### src/rtl/i2s_mic_receiver.sv
// I2S master receiver: generates SCK/WS for an I2S MEMS microphone and
// deserialises one slot of SD into a one-entry valid/ready sample buffer.
module i2s_mic_receiver #(
    parameter int CLK_DIV     = 16,
    parameter int SAMPLE_BITS = 18,
    parameter int CHANNEL     = 0
) (
    input  logic                   clk,
    input  logic                   reset,
    input  logic                   SD,
    output logic                   SCK,
    output logic                   WS,
    output logic [SAMPLE_BITS-1:0] sample_data,
    output logic                   sample_valid,
    input  logic                   sample_ready,
    output logic                   overrun
);

    localparam int DIV_W = $clog2(CLK_DIV);
    localparam logic [DIV_W-1:0] DIV_LAST = DIV_W'(CLK_DIV - 1);
    localparam logic [5:0] SLOT_FIRST = 6'(CHANNEL * 32 + 1);
    localparam logic [5:0] SLOT_LAST  = 6'(CHANNEL * 32 + SAMPLE_BITS);

    logic [DIV_W-1:0]       div_cnt_q, div_cnt_d;
    logic                   sck_q, sck_d;
    logic [5:0]             bit_cnt_q, bit_cnt_d;
    logic                   ws_q, ws_d;
    logic [SAMPLE_BITS-1:0] shift_q, shift_d;
    logic [SAMPLE_BITS-1:0] data_q, data_d;
    logic                   valid_q, valid_d;
    logic                   ovr_q, ovr_d;

    logic                   tick;
    logic                   rise;
    logic                   fall;
    logic                   in_slot;
    logic                   load;
    logic [SAMPLE_BITS-1:0] shifted;

    always_comb begin
        tick = (div_cnt_q == DIV_LAST);
        rise = tick & ~sck_q;
        fall = tick & sck_q;

        div_cnt_d = tick ? '0 : div_cnt_q + DIV_W'(1);
        sck_d     = sck_q ^ tick;

        bit_cnt_d = bit_cnt_q;
        if (fall) begin
            bit_cnt_d = bit_cnt_q + 6'd1;
        end
        // WS follows the post-increment count so it moves with the SCK fall
        ws_d = bit_cnt_d[5];
    end

    always_comb begin
        in_slot = (bit_cnt_q >= SLOT_FIRST) && (bit_cnt_q <= SLOT_LAST);
        load    = rise && (bit_cnt_q == SLOT_LAST);
        shifted = (shift_q << 1) | SAMPLE_BITS'(SD);

        shift_d = shift_q;
        if (rise && in_slot) begin
            shift_d = shifted;
        end
    end

    always_comb begin
        data_d  = data_q;
        valid_d = valid_q;
        ovr_d   = ovr_q;
        if (load) begin
            data_d  = shifted;
            valid_d = 1'b1;
            // A same-edge accept consumes the old sample, so no overrun
            if (valid_q && !sample_ready) begin
                ovr_d = 1'b1;
            end
        end else if (valid_q && sample_ready) begin
            valid_d = 1'b0;
        end
    end

    always_ff @(posedge clk) begin
        if (!reset) begin
            div_cnt_q <= '0;
            sck_q     <= 1'b0;
            bit_cnt_q <= 6'd63;
            ws_q      <= 1'b1;
            shift_q   <= '0;
            data_q    <= '0;
            valid_q   <= 1'b0;
            ovr_q     <= 1'b0;
        end else begin
            div_cnt_q <= div_cnt_d;
            sck_q     <= sck_d;
            bit_cnt_q <= bit_cnt_d;
            ws_q      <= ws_d;
            shift_q   <= shift_d;
            data_q    <= data_d;
            valid_q   <= valid_d;
            ovr_q     <= ovr_d;
        end
    end

    assign SCK          = sck_q;
    assign WS           = ws_q;
    assign sample_data  = data_q;
    assign sample_valid = valid_q;
    assign overrun      = ovr_q;

endmodule

### config.mk
export PLATFORM = sky130hd
export DESIGN_NAME = i2s_mic_receiver
export DESIGN_NICKNAME = d
export VERILOG_FILES = /design/src/rtl/i2s_mic_receiver.sv
export SDC_FILE = /design/constraint.sdc
export NUM_CORES = 1
export LEC_CHECK = 0
export CORE_ASPECT_RATIO = 0.5
export CORE_UTILIZATION = 58
export CTS_CLUSTER_DIAMETER = 50
export DETAILED_ROUTE_END_ITERATION = 8
export PLACE_DENSITY = 0.92
export REMOVE_ABC_BUFFERS = 1
export SLEW_MARGIN = 20
export SYNTH_ARGS = -nofsm -noshare
export SYNTH_HDL_FRONTEND = slang
export SYNTH_SLANG_ARGS = --single-unit
### constraint.sdc
create_clock -name clk -period 5.5 [get_ports clk]
set_clock_uncertainty 0.1 [all_clocks]
set_input_delay 1.1 -clock clk [delete_from_list [all_inputs] [get_ports clk]]
set_output_delay 1.1 -clock clk [all_outputs]
set_load 0.01 [all_outputs]
==> results of run 1 <==
## path summary, 6_finish.rpt
path	startpoint	to	slack, ps	cells after the start
max	div_cnt_q[0]$_SDFF_PP0_	shift_q[10]$_SDFFE_PN0P_	2700	8
min	shift_q[16]$_SDFFE_PN0P_	shift_q[16]$_SDFFE_PN0P_	360	2
max reg2reg	div_cnt_q[0]$_SDFF_PP0_	shift_q[10]$_SDFFE_PN0P_	2700	8
min reg2reg	shift_q[16]$_SDFFE_PN0P_	shift_q[16]$_SDFFE_PN0P_	360	2
## report_power, final
part	switching [mW]	internal [mW]
combinational	0.00693	0.00619
sequential	0.00177	0.349
clock	0.120	0.135
total	0.128	0.490
## state kept, by name (all words and copies together), names as in the netlist
name,flops
bit_cnt_q,6
shift_q,17
SCK,1
overrun,1
div_cnt_q,4
sample_valid,1
sample_data,18
## kinds of logic after synthesis
logic type / count (synthesis) / share of synthesized area [%]
flip-flops: 48 / 48.9
XOR/XNOR: 4 / 1.78
buffers and inverters: 20 / 4.84
AND/OR/NAND/NOR: 62 / 16.6
AO/OA/AOI/OAI: 46 / 14.7
adder cells (fa/ha/maj): 7 / 4.46
multiplexers: 17 / 8.67
## layer usage
layer  share of wire [%]  routed length (um)
met1                  45                1810
met2                  49                1970
met3                 3.9                 155
met4                 1.5                  61
met5                   0                   0
## per-stage QoR
| stage | instance area [um^2] | total power, mW | cells |
|---|---|---|---|
| after floorplan | 1890 | 0.363 | 190 |
| after detailed placement | 2210 | 0.372 | 257 |
| after CTS | 2320 | 0.622 | 265 |
| final | 2320 | 0.618 | 265 |
| after global placement | 2210 | 0.371 | 257 |
| after global routing | 2320 | 0.638 | 265 |
## synthesized netlist by cell type
master / instances / area, um^2
nor2_1: 1 / 3.75
or3_1: 1 / 6.26
buf_4: 1 / 7.51
and3_1: 2 / 12.5
a21boi_0: 19 / 143
nor2b_1: 1 / 6.26
nand3_1: 20 / 100
a32oi_1: 1 / 8.76
dfxtp_1: 48 / 961
and2_1: 3 / 18.8
o21a_1: 1 / 7.51
xor2_1: 3 / 26.3
a21oi_1: 2 / 10.0
or4b_1: 2 / 20.0
nand2_1: 25 / 93.8
clkbuf_1: 12 / 45.0
nor4_1: 1 / 6.26
ha_1: 7 / 87.6
o22ai_1: 1 / 6.26
xnor2_1: 1 / 8.76
nor3b_1: 1 / 7.51
nand4_1: 2 / 12.5
inv_1: 6 / 22.5
mux2i_1: 17 / 170
nand4b_1: 1 / 8.76
o21ai_0: 21 / 105
o211ai_1: 1 / 7.51
buf_12: 1 / 20.0
nand2b_1: 1 / 6.26
nor4b_4: 1 / 23.8
## worst max-delay path, delay by kind of cell (launching register included)
family,cells,cell delay [ps]
compound gates,1,230
fa+ha+maj,2,420
buf+inv,2,390
flops,1,380
mux,1,210
simple gates,2,990
## final cells by class
type | instances | area, um^2 | area share, %
Clock buffer | 5 | 68.8 | 2.96
Clock inverter | 3 | 42.5 | 1.83
Timing Repair Buffer | 27 | 265 | 11.4
Sequential cell | 48 | 961 | 41.3
Inverter | 6 | 22.5 | 0.969
Multi-Input combinational cell | 136 | 915 | 39.3
Tap cell | 40 | 50.0 | 2.15
==> summary.md, run 1 <==
The flow ran to the end, but the final reports show violations. The final reports fail on design-rule violations. Dividing the detail-routed wire length by the instance count gives 15.1 um.

The wire-length estimate of the detail-placed layout is 2330 um. The remaining routing DRC violations was 4; the share of the clock period used by the worst path after layout was 50.8%. Setup violations remaining at the end of the flow were counted as 0. The clock period could shrink to 2800 ps.

The max-slew violation count is 0, and the data required time at the worst endpoint is 5630 ps. Setup repair after global routing left no endpoint under its margin. The slowest stage cell on the critical path was nor4b_4.

The register clock-pin slew on the reported worst setup and hold paths is 90 ps, and the met3 track demand over resource is 7.78%. For the number of hold buffers added after cts, the log shows 0. TritonCTS built the clock tree.

Sequential cells were found to cover 48.9% of the synthesized design area. The tools report the global-route usage over all layers as 24.9%. The path class of the tightest hold or removal check is reg2reg. Dividing total power by cell area gives a power density of 266 mW/mm^2. After synthesis the cells add up to 0.00196 mm^2. The signal on the critical path passes through ha_1, nand3_1, inv_1, ha_1, nor4b_4, a32oi_2, buf_4, mux2i_1. The root buffer cell chosen for the clock tree is clkbuf_8. Counting every instance in the synthesized netlist gives 204.

Once the clock tree was built, the resizer swapped 0 gates to a different size. Timing would allow up to 0.358 GHz. The type of the worst setup path is reg2reg. Once layout is complete, the utilization of the core stands at 74.6%. The total iterations of the first detailed-routing run was 6. The Yosys step of the flow raised 0 warnings. The floorplan step defined a die boundary enclosing 0.00364 mm^2. Each instance of the synthesized netlist takes up on average 9.62 um^2.

The clock insertion delay at the later pin of the skew report is 300 ps. For the H-tree depth, the log shows 2. During I/O placement, the number of pins put on the boundary was 26. The area growth from synthesis to layout works out to 18.4%.

In this run the static leakage power is 0.955 nW. met2 is the most crowded layer. In this run, the number of DRC markers left after iteration 0 of detailed routing was 136. Transition time at the pin with the least slew margin: 1030 ps.

Horizontal extent of the die: 84.3 um. For this block, the routed nets add up to 3990 um of wire. In this run the tightest slew margin relative to its limit is 31.1%.

Synthesis inferred 48 register bits. The element type at the critical path end was a flop. For the data arrival time of the critical path, the log shows 2920 ps.

STA classifies the critical path startpoint as a flop. Of the cells placed in the final design, the portion with a size suffix greater than 1 is 5.33%. The count of nets left with antenna violations once routing finished came out at 0. The area of the core was 0.00312 mm^2; the initial standard-cell utilization of the core was 63.0%.

Summing over every cut layer, the via total after detailed routing is 1539. The most numerous cell on the critical path is ha_1. The longest clock path from root to sink contains 2 buffers. The post-placement worst setup slack was 2830 ps. Buffers inserted during clock tree synthesis total 5. The worst-case hold slack was 364 ps; the number of rows in the core area was 14. Number of buffers inserted by port buffering: 25. The run gives 0 as the initial antenna violation count.

The number of failing hold endpoints at the final stage was 0; the total of max-cap violations was 0. For the via count of the first global-routing pass, the log shows 1543. The library cell used most frequently in the layout, excluding fill and tap cells, is dfxtp_1. Entering global routing, the biggest net connects 50 pins. Global routing finished with a remaining overflow of 0. In the final design database the tool counted 235 nets.

The CTS sink count is 48. In this run the post-CTS setup repair buffer count came out at 0. The logs give 0.773 for the placer congestion estimate and 0.135 mV for the largest voltage drop on the vdd net. For the final routed database, the setup TNS stands at 0 ps. The repair_antennas step left the layout with diodes totalling 0. The first global-routing pass estimated 6960 um of wire.

Across all setup checks in the final design, the least slack found is 2700 ps. Fill cell total of the finished layout: 201. In this run, distinct cell masters in the synthesized netlist total 30. For this run, the slowest stage of the critical path takes 850 ps. The vertical die dimension is 43.1 um. In the layout the commonest cells are dfxtp_1 (48), nand2_1 (25), clkdlybuf4s50_1 (25). Global routing used 42.5% of the available met2 tracks.

Vias per cell: 5.81. The maximum fanout count along the critical path came out at 19. Global routing consumed, on the met1 layer, 30.2% of the routing resources.
No activity file was read; power rests on OpenSTA's default activity.
==> inputs of run 2 (changes only) <==
--- a/config.mk
+++ b/config.mk
@@ -6,10 +6,10 @@
 export NUM_CORES = 1
 export LEC_CHECK = 0
 export CORE_ASPECT_RATIO = 0.5
-export CORE_UTILIZATION = 58
+export CORE_UTILIZATION = 48
 export CTS_CLUSTER_DIAMETER = 50
 export DETAILED_ROUTE_END_ITERATION = 8
-export PLACE_DENSITY = 0.92
+export PLACE_DENSITY = 0.83
 export REMOVE_ABC_BUFFERS = 1
 export SLEW_MARGIN = 20
 export SYNTH_ARGS = -nofsm -noshare
==> constraint.sdc (replaced) <==
create_clock -name clk -period 2.25 [get_ports clk]
set_clock_uncertainty 0.1 [all_clocks]
set_input_delay 0.45 -clock clk [delete_from_list [all_inputs] [get_ports clk]]
set_output_delay 0.45 -clock clk [all_outputs]
set_load 0.01 [all_outputs]
==> summary.md, run 2 (same netlist as run 1, synthesis figures left out) <==
The run finished with clean final reports. The path type of the worst min-delay path was reg2reg (unchanged). The register clock-pin slew on the reported worst setup and hold paths was 90 ps (about the same); the pin count of the biggest net entering global routing was 50 (unchanged). The number of buffers inserted by port buffering is 25 (unchanged), and the count of antenna-violating nets left after detailed routing is 0 (unchanged). The design area was 0.00236 mm^2 (was 0.00232 mm^2).

The logs give 0.00366 mm^2 (was 0.00312 mm^2) for the area of the core and 0 (unchanged) for the total of max-cap violations. The transition time at the pin with the least slew margin is 629 ps (was 1030 ps). The placer congestion estimate was 0.724 (was 0.773); the vias per cell was 5.39 (was 5.81).

Final total power: 1.42 mW (was 0.618 mW). The post-DP HPWL came out at 2270 um (was 2330 um). The horizontal extent of the die came out at 92.4 um (was 84.3 um). The area growth from synthesis to layout is 20.1% (was 18.4%), and the final count of negative-setup-slack endpoints is 0 (unchanged). The worst reg2reg path startpoint was div_cnt_q[0]$_SDFF_PP0_ (unchanged). The critical path's largest stage delay is 450 ps (was 850 ps). The count of antenna diodes in the layout was 0 (unchanged). The tools report the count of boundary I/O pins as 26 (unchanged). The run gives 2 (unchanged) as the H-tree depth. The number of cells on the worst hold path was 1 (was 2); the global-route usage over all layers was 18.4% (was 24.9%). The post-place instance area came out at 0.00225 mm^2 (was 0.00221 mm^2). The type of the worst setup path is reg2reg (unchanged).

The total number of vias is 1498 (was 1539), and the layout net count is 237 (was 235). Cell area power density: 603 mW/mm^2 (was 266 mW/mm^2). The tools report the data required time at the worst endpoint as 2410 ps (was 5630 ps). Worst flop-to-flop path endpoint: overrun$_SDFFE_PN0P_ (was shift_q[10]$_SDFFE_PN0P_). The buffer and inverter count on the worst path came out at 2 (unchanged). The tools report the area of the die as 0.00437 mm^2 (was 0.00364 mm^2). The post-route minimum period was 2140 ps (was 2800 ps); the vertical die dimension was 47.2 um (was 43.1 um). The tools report the hold path startpoint as div_cnt_q[0]$_SDFF_PP0_ (was shift_q[16]$_SDFFE_PN0P_). The run gives 1342 (was 1543) as the via count of the first global-routing pass. Top library cells by usage in the layout, fill and taps aside: dfxtp_1 (46), nand2_1 (25), clkdlybuf4s50_1 (25) (was dfxtp_1 (48), nand2_1 (25), clkdlybuf4s50_1 (25)). Overflow left after global routing: 0 (unchanged). The most common cell after layout, fill and taps aside was dfxtp_1 (unchanged). The share of layout cells above drive strength 1 was 7.05% (was 5.33%); the initial antenna violation count was 0 (unchanged). The register-to-register setup slack was 110 ps (was 2700 ps); the number of failing hold endpoints at the final stage was 0 (unchanged). Max-slew violation count: 0 (unchanged). TritonCTS built the clock tree. The CTS sink count was 48 (unchanged). The run gives 97 (was 136) as the number of DRC markers after the initial detailed-route iteration. For the post-detailed-routing wire length, the log shows 3550 um (was 3990 um). The maximum fanout count along the critical path came out at 20 (was 19). The remaining routing DRC violations came out at 0 (was 4).

Setup repair after global routing left no endpoint under its margin. The clock insertion delay at the later pin of the skew report was 310 ps (was 300 ps). The kind of start point of the critical path was a flop (unchanged). The initial standard-cell utilization of the core came out at 53.6% (was 63.0%). The relative slew slack is 58.1% (was 31.1%). Critical path, cell by cell: ha_2, nand3_1, inv_1, ha_1, or4b_1, buf_6, nor4_1, o21a_1 (was ha_1, nand3_1, inv_1, ha_1, nor4b_4, a32oi_2, buf_4, mux2i_1). The flip-flop count of the largest register after layout is 18 (unchanged). The slowest stage cell on the critical path is or4b_1 (was nor4b_4). The routed wire length per instance came out at 12.8 um (was 15.1 um). The worst min-delay path endpoint is div_cnt_q[0]$_SDFF_PP0_ (was shift_q[16]$_SDFFE_PN0P_). Element type at the critical path end: a flop (unchanged).

The CTS buffer count was 5 (unchanged); the number of rows in the core area was 15 (was 14). The maximum operating frequency was 0.467 GHz (was 0.358 GHz). The share of the clock period used by the worst path after layout works out to 95.1% (was 50.8%). Total iterations of the first detailed-routing run: 5 (was 6). The kind of cell with the highest combined delay on the critical path is simple AND/OR/NAND/NOR gates (unchanged).

The logs give 2 (unchanged) for the maximum clock path buffer count and 2300 ps (was 2920 ps) for the data arrival time of the critical path. The total negative slack was 0 ps (unchanged); the largest voltage drop on the vdd net was 0.319 mV (was 0.135 mV). The tools report the first-pass GRT wire length as 5950 um (was 6960 um). Clock root buffer: clkbuf_8 (unchanged). The path depth of the worst reg2reg path came out at 8 (unchanged). The static leakage was 0.961 nW (was 0.955 nW).
==> run 2: cell types whose count changed in the layout (fill, tap and decap cells not counted), sizes merged <==
cell    previous run  this run
clkbuf             5         7
clkinv             1         0
bufinv             1         0
buf                2         4
==> run 2: worst max-delay path by stage <==
stage | cells past startpoint | start | slack (ps) | endpoint
floorplan | 7 | div_cnt_q[0]$_SDFF_PP0_ | -690 | shift_q[0]$_SDFFE_PN0P_
global placement | 8 | div_cnt_q[0]$_SDFF_PP0_ | 180 | overrun$_SDFFE_PN0P_
detailed placement | 8 | div_cnt_q[0]$_SDFF_PP0_ | 40 | overrun$_SDFFE_PN0P_
CTS | 8 | div_cnt_q[0]$_SDFF_PP0_ | 30 | overrun$_SDFFE_PN0P_
global route | 8 | div_cnt_q[0]$_SDFF_PP0_ | 10 | sample_data[8]$_SDFFE_PN0P_
finish | 8 | div_cnt_q[0]$_SDFF_PP0_ | 110 | overrun$_SDFFE_PN0P_
==> run 2: final cells by class <==
cell class	count	area, um^2
multi-input cells	136	917
fillers	303	1300
flip-flops and latches	48	963
inverters	6	22.5
well taps	51	63.8
clock inverters	1	7.51
repair buffers	29	297
clock buffers	7	86.3
==> run 2: metal layers <==
layer  GRT usage (%)  up-vias  part of all wire (%)
li1                -      751                     -
met1            21.3      711                    48
met2            31.6       28                    45
met3            7.44        8                   5.3
met4            8.44        0                   1.4
met5               0        -                     0
==> run 2: per-stage QoR <==
| stage | util [%] | worst slack, ps | hold WS [ps] | instances |
|---|---|---|---|---|
| finish | 64.4 | 109 | 340 | 278 |
| global route | 64.4 | 12.2 | 356 | 278 |
| CTS | 64.2 | 32.6 | 373 | 278 |
| detailed placement | 61.6 | 42.8 | 359 | 270 |
| global placement | 61.6 | 178 | 345 | 270 |
| floorplan | - | -695 | 330 | 190 |
==> run 2: repair_timing <==
| item | 4_1_cts | 5_1_grt |
|---|---|---|
| gates resized for setup | 0 | 6 |
| hold buffers | 0 | 0 |
| setup buffers | 0 | 0 |
| endpoints found under the setup margin | 0 | 19 |
==> run 2: where the power goes <==
group	internal (mW)	switching (mW)	total [mW]
registers	0.854	0.00452	0.858
clock network	0.250	0.282	0.532
logic	0.0155	0.0160	0.0315
total	1.12	0.303	1.42
==> run 2: worst reg2reg max path, cell delays in order (launching register included) <==
cell     delay, ps
dfxtp_2        360
ha_2           210
nand3_1        120
inv_1          100
ha_1           180
or4b_1         450
buf_6          180
nor4_1         240
o21a_1         140
